`src/rtl/rnn_pkg.sv`:
```
// Shared definitions for the RNN layer sequencer: layer indices, GRU mask,
// GRU-to-commit-bit mapping and FSM state encoding.
package rnn_pkg;

    typedef logic [2:0] layer_idx_t;

    localparam layer_idx_t L_DENSE1 = 3'd0;
    localparam layer_idx_t L_GRU1   = 3'd1;
    localparam layer_idx_t L_DENSE2 = 3'd2;
    localparam layer_idx_t L_GRU2   = 3'd3;
    localparam layer_idx_t L_GRU3   = 3'd4;
    localparam layer_idx_t L_DENSE3 = 3'd5;

    // Bit set for every layer that owns recurrent state
    localparam logic [5:0] GRU_MASK = 6'b011010;

    typedef enum logic [2:0] {
        S_IDLE,
        S_LAUNCH,
        S_WAIT,
        S_COMMIT,
        S_DONE,
        S_ERR
    } seq_state_t;

    // Which shadow state register a GRU layer commits: vad, noise, denoise
    function automatic logic [2:0] commit_bits(input layer_idx_t li);
        logic [2:0] bits;
        bits = '0;
        case (li)
            L_GRU1:  bits = 3'b001;
            L_GRU2:  bits = 3'b010;
            L_GRU3:  bits = 3'b100;
            default: bits = '0;
        endcase
        return bits;
    endfunction

endpackage

```
`src/rtl/rnn_seq_watchdog.sv`:
```
// Per-layer watchdog: counts WAIT cycles since the last launch and flags
// expiry on the WDOG_CYCLES-th consecutive WAIT cycle.
// Used only when RNN_SEQ_WATCHDOG_EN is defined.
module rnn_seq_watchdog #(
    parameter int unsigned WDOG_CYCLES = 65536,
    parameter int unsigned WDOG_W      = 17
) (
    input  logic clk,
    input  logic rst,
    input  logic clear,
    input  logic count_en,
    output logic expired
);

    logic [WDOG_W-1:0] cnt;

    // Counter: cleared at launch, advances once per WAIT cycle
    always_ff @(posedge clk) begin
        if (rst || clear) begin
            cnt <= '0;
        end else if (count_en) begin
            cnt <= cnt + WDOG_W'(1);
        end
    end

    // Expiry is raised during the last permitted WAIT cycle
    always_comb begin
        expired = count_en && (cnt == WDOG_W'(WDOG_CYCLES - 1));
    end

endmodule

```
`src/rtl/rnn_layer_sequencer.sv`:
```
// Frame-level controller for the fixed-point RNN denoiser. Launches
// dense1, gru1, dense2, gru2, gru3, dense3 in turn, waits for each done,
// and pulses a state commit after every GRU layer.
// Optional feature macro: RNN_SEQ_WATCHDOG_EN (per-layer WAIT watchdog).
module rnn_layer_sequencer
    import rnn_pkg::*;
#(
    parameter int unsigned FRAME_CNT_W = 16,
    parameter int unsigned WDOG_CYCLES = 65536,
    parameter int unsigned WDOG_W      = 17
) (
    input  logic                   clk,
    input  logic                   rst,
    input  logic                   frame_start_i,
    input  logic                   state_reset_i,
    input  logic [5:0]             layer_done_i,
    output logic [5:0]             layer_start_o,
    output logic [2:0]             layer_sel_o,
    output logic [2:0]             state_commit_o,
    output logic                   clear_state_o,
    output logic                   busy_o,
    output logic                   frame_done_o,
    output logic [FRAME_CNT_W-1:0] frame_cnt_o,
    output logic                   overrun_o,
    output logic                   error_o
);

    seq_state_t state, state_n;
    layer_idx_t li, li_n;

    logic [5:0] start_n;
    logic [2:0] sel_n;
    logic [2:0] commit_n;
    logic       clear_n;
    logic       busy_n;
    logic       done_n;

    if ($clog2(WDOG_CYCLES + 1) > WDOG_W) begin : g_bad_wdog_w
        $error("WDOG_W too narrow to hold WDOG_CYCLES");
    end

`ifdef RNN_SEQ_WATCHDOG_EN
    logic wdog_expired;

    rnn_seq_watchdog #(
        .WDOG_CYCLES(WDOG_CYCLES),
        .WDOG_W     (WDOG_W)
    ) u_wdog (
        .clk     (clk),
        .rst     (rst),
        .clear   (state == S_LAUNCH),
        .count_en(state == S_WAIT),
        .expired (wdog_expired)
    );

    // Sticky error flag, set on entry to ERR
    always_ff @(posedge clk) begin
        if (rst) begin
            error_o <= 1'b0;
        end else if (state_n == S_ERR) begin
            error_o <= 1'b1;
        end
    end
`else
    assign error_o = 1'b0;
`endif

    // State register plus registered outputs, frame counter and overrun flag
    always_ff @(posedge clk) begin
        if (rst) begin
            state          <= S_IDLE;
            li             <= '0;
            layer_start_o  <= '0;
            layer_sel_o    <= '0;
            state_commit_o <= '0;
            clear_state_o  <= 1'b0;
            busy_o         <= 1'b0;
            frame_done_o   <= 1'b0;
            frame_cnt_o    <= '0;
            overrun_o      <= 1'b0;
        end else begin
            state          <= state_n;
            li             <= li_n;
            layer_start_o  <= start_n;
            layer_sel_o    <= sel_n;
            state_commit_o <= commit_n;
            clear_state_o  <= clear_n;
            busy_o         <= busy_n;
            frame_done_o   <= done_n;
            if (state_n == S_DONE) begin
                frame_cnt_o <= frame_cnt_o + FRAME_CNT_W'(1);
            end
            if (frame_start_i && (state != S_IDLE) && (state != S_ERR)) begin
                overrun_o <= 1'b1;
            end
        end
    end

    // Next-state: only the active layer's done bit is honoured, and only in WAIT
    always_comb begin
        state_n = state;
        li_n    = li;
        case (state)
            S_IDLE: begin
                if (frame_start_i) begin
                    li_n    = L_DENSE1;
                    state_n = S_LAUNCH;
                end
            end
            S_LAUNCH: begin
                state_n = S_WAIT;
            end
            S_WAIT: begin
                if (layer_done_i[li]) begin
                    if (GRU_MASK[li]) begin
                        state_n = S_COMMIT;
                    end else if (li == L_DENSE3) begin
                        state_n = S_DONE;
                    end else begin
                        li_n    = li + 3'd1;
                        state_n = S_LAUNCH;
                    end
                end
`ifdef RNN_SEQ_WATCHDOG_EN
                else if (wdog_expired) begin
                    state_n = S_ERR;
                end
`endif
            end
            S_COMMIT: begin
                li_n    = li + 3'd1;
                state_n = S_LAUNCH;
            end
            S_DONE: begin
                li_n    = '0;
                state_n = S_IDLE;
            end
            S_ERR: begin
                state_n = S_ERR;
            end
            default: begin
                li_n    = '0;
                state_n = S_IDLE;
            end
        endcase
    end

    // Output decode from the next state so every output lands in a register
    always_comb begin
        start_n  = '0;
        sel_n    = '0;
        commit_n = '0;
        clear_n  = 1'b0;
        busy_n   = 1'b0;
        done_n   = 1'b0;
        case (state_n)
            S_LAUNCH: begin
                start_n = 6'b000001 << li_n;
                sel_n   = li_n;
                busy_n  = 1'b1;
                clear_n = (state == S_IDLE) && state_reset_i;
            end
            S_WAIT: begin
                sel_n  = li_n;
                busy_n = 1'b1;
            end
            S_COMMIT: begin
                commit_n = commit_bits(li_n);
                sel_n    = li_n;
                busy_n   = 1'b1;
            end
            S_DONE: begin
                done_n = 1'b1;
            end
            default: ;
        endcase
    end

endmodule

```
`config.mk`:
```
export PLATFORM = sky130hd
export DESIGN_NAME = rnn_layer_sequencer
export DESIGN_NICKNAME = d
export VERILOG_FILES = /design/src/rtl/rnn_pkg.sv /design/src/rtl/rnn_seq_watchdog.sv /design/src/rtl/rnn_layer_sequencer.sv
export SDC_FILE = /design/constraint.sdc
export NUM_CORES = 1
export LEC_CHECK = 0
export BUFFER_PORTS_ARGS = -buffer_cell sky130_fd_sc_hd__buf_2
export CORE_MARGIN = 1
export CORE_UTILIZATION = 50
export CTS_CLUSTER_SIZE = 28
export DETAILED_ROUTE_END_ITERATION = 8
export PLACE_DENSITY = 0.75
export RECOVER_POWER = 25
export SYNTH_ARGS = -nofsm -noshare
export SYNTH_HDL_FRONTEND = slang
export SYNTH_HIERARCHICAL = 1
export SYNTH_SLANG_ARGS = --single-unit
```
`constraint.sdc`:
```
create_clock -name clk -period 6.5 [get_ports clk]
set_input_delay 1.3 -clock clk [delete_from_list [all_inputs] [get_ports clk]]
set_output_delay 1.3 -clock clk [all_outputs]
set_load 0.01 [all_outputs]
```
==> qor.tcl <==
set qor(die-width_um) 62.8
set qor(final_net_count) 264
set qor(final.period_utilization_pct) 47.6
set qor(cts.repair_timing.setup_buffer_count) 0
set qor(slew_headroom_pct) 15.9
set qor(die_area_mm2) 0.00394
set qor(layout.cells.most_common_list) {sky130_fd_sc_hd__dfxtp_1, sky130_fd_sc_hd__nor2_1, sky130_fd_sc_hd__buf_2, sky130_fd_sc_hd__nand2_1, sky130_fd_sc_hd__clkbuf_1}
set qor(worst_setup_hold_path_clk_slew_ns) 0.07
set qor(grt_max_degree) 30
set qor(vdd_ir_drop_max_uv) 102
set qor(critical_path.max_stage_delay_ns) 0.62
set qor(drtAntennaViolNets) 0
set qor(avgViaCountPerCell) 5.39
set qor(first_global_vias) 1398
set qor(final.setup_skew_ns) 0.00556
set qor(synth.net_count) 226
set qor(grt_remaining_overflow) 0
set qor(tritoncts) {done}
set qor(drc_errors) 0
set qor(final_design_area_no_fill_mm2) 0.00212
set qor(antenna_cells) 0
set qor(cts_resized) 0
set qor(groute.usage.overall_pct) 20.7
set qor(netlist_area_mm2) 0.00185
set qor(tritoncts.num_buffers) 5
set qor(route.detailed.wl_per_inst_um) 12.7
set qor(detail_route.iter0.violations) 64
set qor(post-dp-hpwl_um) 2690
set qor(globalplace.congestion) 0.900
set qor(crit_required_ns) 6.70
set qor(max_freq_mhz) 323
set qor(worstPathCellList) {buf_2, mux2i_1, o22a_1, nor4_4, nand3_1, or3_1, a21oi_1}
set qor(leakagePower_nw) 0.812
set qor(min_period_ns) 3.09
set qor(clk-insertion-delay-late_ns) 0.28
set qor(cts.hold.buffers_added) 0
set qor(timing.setup.critical_path_class) {input pin to flop}
set qor(fillCellCount) 339
set qor(die_h_um) 62.8
set qor(synth-seq-cells) 39
set qor(power-per-cell-area_mw_per_mm2) 228
set qor(cpMaxStageDelayCell) {sky130_fd_sc_hd__nor4_4}
set qor(postRouteWirelength_um) 3780
set qor(design.core.area_mm2) 0.00344
set qor(setup_repair_after_global_routing_missed_its_margin) {false}
set qor(synth_async_sr_flop_share_pct) 0
set qor(mostFrequentLayoutCell) {sky130_fd_sc_hd__dfxtp_1}
set qor(placed_area_mm2) 0.00205
set qor(result_of_the_run) {finished clean}
set qor(cts-root-to-sink-buffers) 2
set qor(fin_setup_tns_ns) 0
set qor(hold_viol_final) 0
set qor(post_synth_inst_count) 213
set qor(final_layout_size_suffix_gt1_share_pct) 15.1
set qor(ys_warn_count) 6
set qor(total_power_w) 0.000482
set qor(sink_count_of_the_clock_tree) 39
set qor(io_pins) 43
set qor(timing_worst_slew_pin_value_ns) 1.26
set qor(timing.critical_path.max_delay_family) {simple AND/OR/NAND/NOR gates}
set qor(root_buffer_cell) {sky130_fd_sc_hd__clkbuf_8}
set qor(num_vias) 1601
set qor(port_buffers) 41
set qor(timing.reg2reg.setup_slack_ns) 3.74
set qor(antenna_found_initial) 0
set qor(timing.critical_path.from_type) {input pin}
set qor(h-tree-depth) 2
set qor(start_util_pct) 53.7
set qor(drv.max_cap_violation_count) 0
set qor(end_kind) {flop}
set qor(critical_path_arrival_ns) 3.29
set qor(area_growth_syn_to_layout_pct) 14.6
set qor(first_pass_grt_wire_length_um) 6440
set qor(synth.yosys.seq_area_share_pct) 42.3
set qor(cp.buffers_inverters) 1
set qor(final_max_slew_viol_count) 0
set qor(synth_area_per_cell_um2) 8.67
set qor(setup-violations-final) 0
set qor(rows) 21
set qor(edff_count_synth) 0
set qor(path_max_fanout) 12
set qor(hp-class) {flop to flop}
set qor(drtPass1Iterations) 4
set qor(top_ff_cell_synth) {sky130_fd_sc_hd__dfxtp_1}
set qor(post_synth_num_cell_types) 49
cells in the mapped netlist, types with 2 or more instances:
| cell type | n | share of area (%) |
|---|---|---|
| sky130_fd_sc_hd__inv_1 | 7 | 1.4 |
| sky130_fd_sc_hd__nor3_1 | 3 | 0.81 |
| sky130_fd_sc_hd__ha_1 | 3 | 2.0 |
| sky130_fd_sc_hd__clkbuf_1 | 5 | 1.0 |
| sky130_fd_sc_hd__xor2_1 | 7 | 3.3 |
| sky130_fd_sc_hd__nand3_1 | 6 | 1.6 |
| sky130_fd_sc_hd__nand4_1 | 4 | 1.4 |
| sky130_fd_sc_hd__o21ai_0 | 12 | 3.3 |
| sky130_fd_sc_hd__dfxtp_1 | 39 | 42 |
| sky130_fd_sc_hd__nor2b_1 | 4 | 1.4 |
| sky130_fd_sc_hd__nand3b_1 | 4 | 1.6 |
| sky130_fd_sc_hd__mux2i_1 | 3 | 1.6 |
| sky130_fd_sc_hd__nand2_1 | 17 | 3.5 |
| sky130_fd_sc_hd__nand2b_1 | 9 | 3.0 |
| sky130_fd_sc_hd__buf_6 | 2 | 1.2 |
| sky130_fd_sc_hd__a31oi_1 | 2 | 0.68 |
| sky130_fd_sc_hd__or3_1 | 9 | 3.0 |
| sky130_fd_sc_hd__and4_1 | 2 | 0.95 |
| sky130_fd_sc_hd__and2_1 | 2 | 0.68 |
| sky130_fd_sc_hd__and3_1 | 3 | 1.0 |
| sky130_fd_sc_hd__buf_2 | 2 | 0.54 |
| sky130_fd_sc_hd__o22ai_1 | 2 | 0.68 |
| sky130_fd_sc_hd__a21oi_1 | 15 | 4.1 |
| sky130_fd_sc_hd__nor2_1 | 26 | 5.3 |
metal layers:
metal  GRT usage, %  part of all wire (%)
met1           29.1                    50
met2           31.0                    44
met3           4.93                   5.4
met4           6.98                  0.58
met5              0                     0
worst register-to-register path: cells and delay by family, from the launching register on:
kind            cells  cell delay, ns
mux                 1            0.24
compound gates      2            0.49
flops               1            0.64
simple gates        3            1.30
where the power goes:
group / total (W) / switching, W / internal, W
Combinational: 0.0000648 / 0.0000392 / 0.0000256
Clock: 0.000158 / 0.0000749 / 0.0000831
Sequential: 0.000259 / 0.0000120 / 0.000247
registers in the layout (all words and copies together), names as in the netlist, named ones only:
| name | count |
|---|---|
| busy_o | 1 |
| clear_state_o | 1 |
| frame_cnt_o | 16 |
| frame_done_o | 1 |
| layer_sel_o | 3 |
| layer_start_o | 6 |
| li | 3 |
| overrun_o | 1 |
| state | 3 |
| state_commit_o | 3 |
cells by family (layout without fill, tap and decap cells):
| group | Yosys count | after routing | share of synthesized area, % |
|---|---|---|---|
| mux | 4 | 4 | 2.24 |
| buf+inv | 17 | 55 | 4.61 |
| xor+xnor | 8 | 8 | 3.79 |
| simple gates | 96 | 96 | 28.1 |
| flops | 39 | 39 | 42.3 |
| fa+ha+maj | 3 | 3 | 2.03 |
| other cells | 1 | 1 | 0.203 |
| compound gates | 45 | 45 | 16.7 |
per-stage QoR:
stage / worst slack (ns) / hold slack, ns / std cells / utilization [%]
after global routing: 3.18 / 0.475 / 297 / 61.5
after detailed placement: 3.15 / 0.433 / 290 / 59.6
final: 3.41 / 0.456 / 297 / 61.5
after CTS: 3.44 / 0.452 / 297 / 62.1
after global placement: 3.23 / 0.434 / 290 / 59.6
after floorplan: 3.72 / 0.470 / 213 / -
layout make-up:
class	count	area, µm²	share of cell area [%]
multi-input combinational	157	981	46.3
sequential	39	781	36.9
timing repair buffer	41	184	8.69
clock buffer	6	82.6	3.90
tap	46	57.6	2.72
inverter	7	26.3	1.24
clock inverter	1	5.00	0.236
worst paths after layout:
| path | endpoint | cells past startpoint | start |
|---|---|---|---|
| setup reg to reg | frame_cnt_o[10] | 6 | li[0] |
| hold reg to reg | overrun_o | 2 | overrun_o |
| setup / recovery | frame_cnt_o[10] | 7 | layer_done_i[5] |
| hold / removal | overrun_o | 2 | overrun_o |
Power figures use the tool's default switching activity.
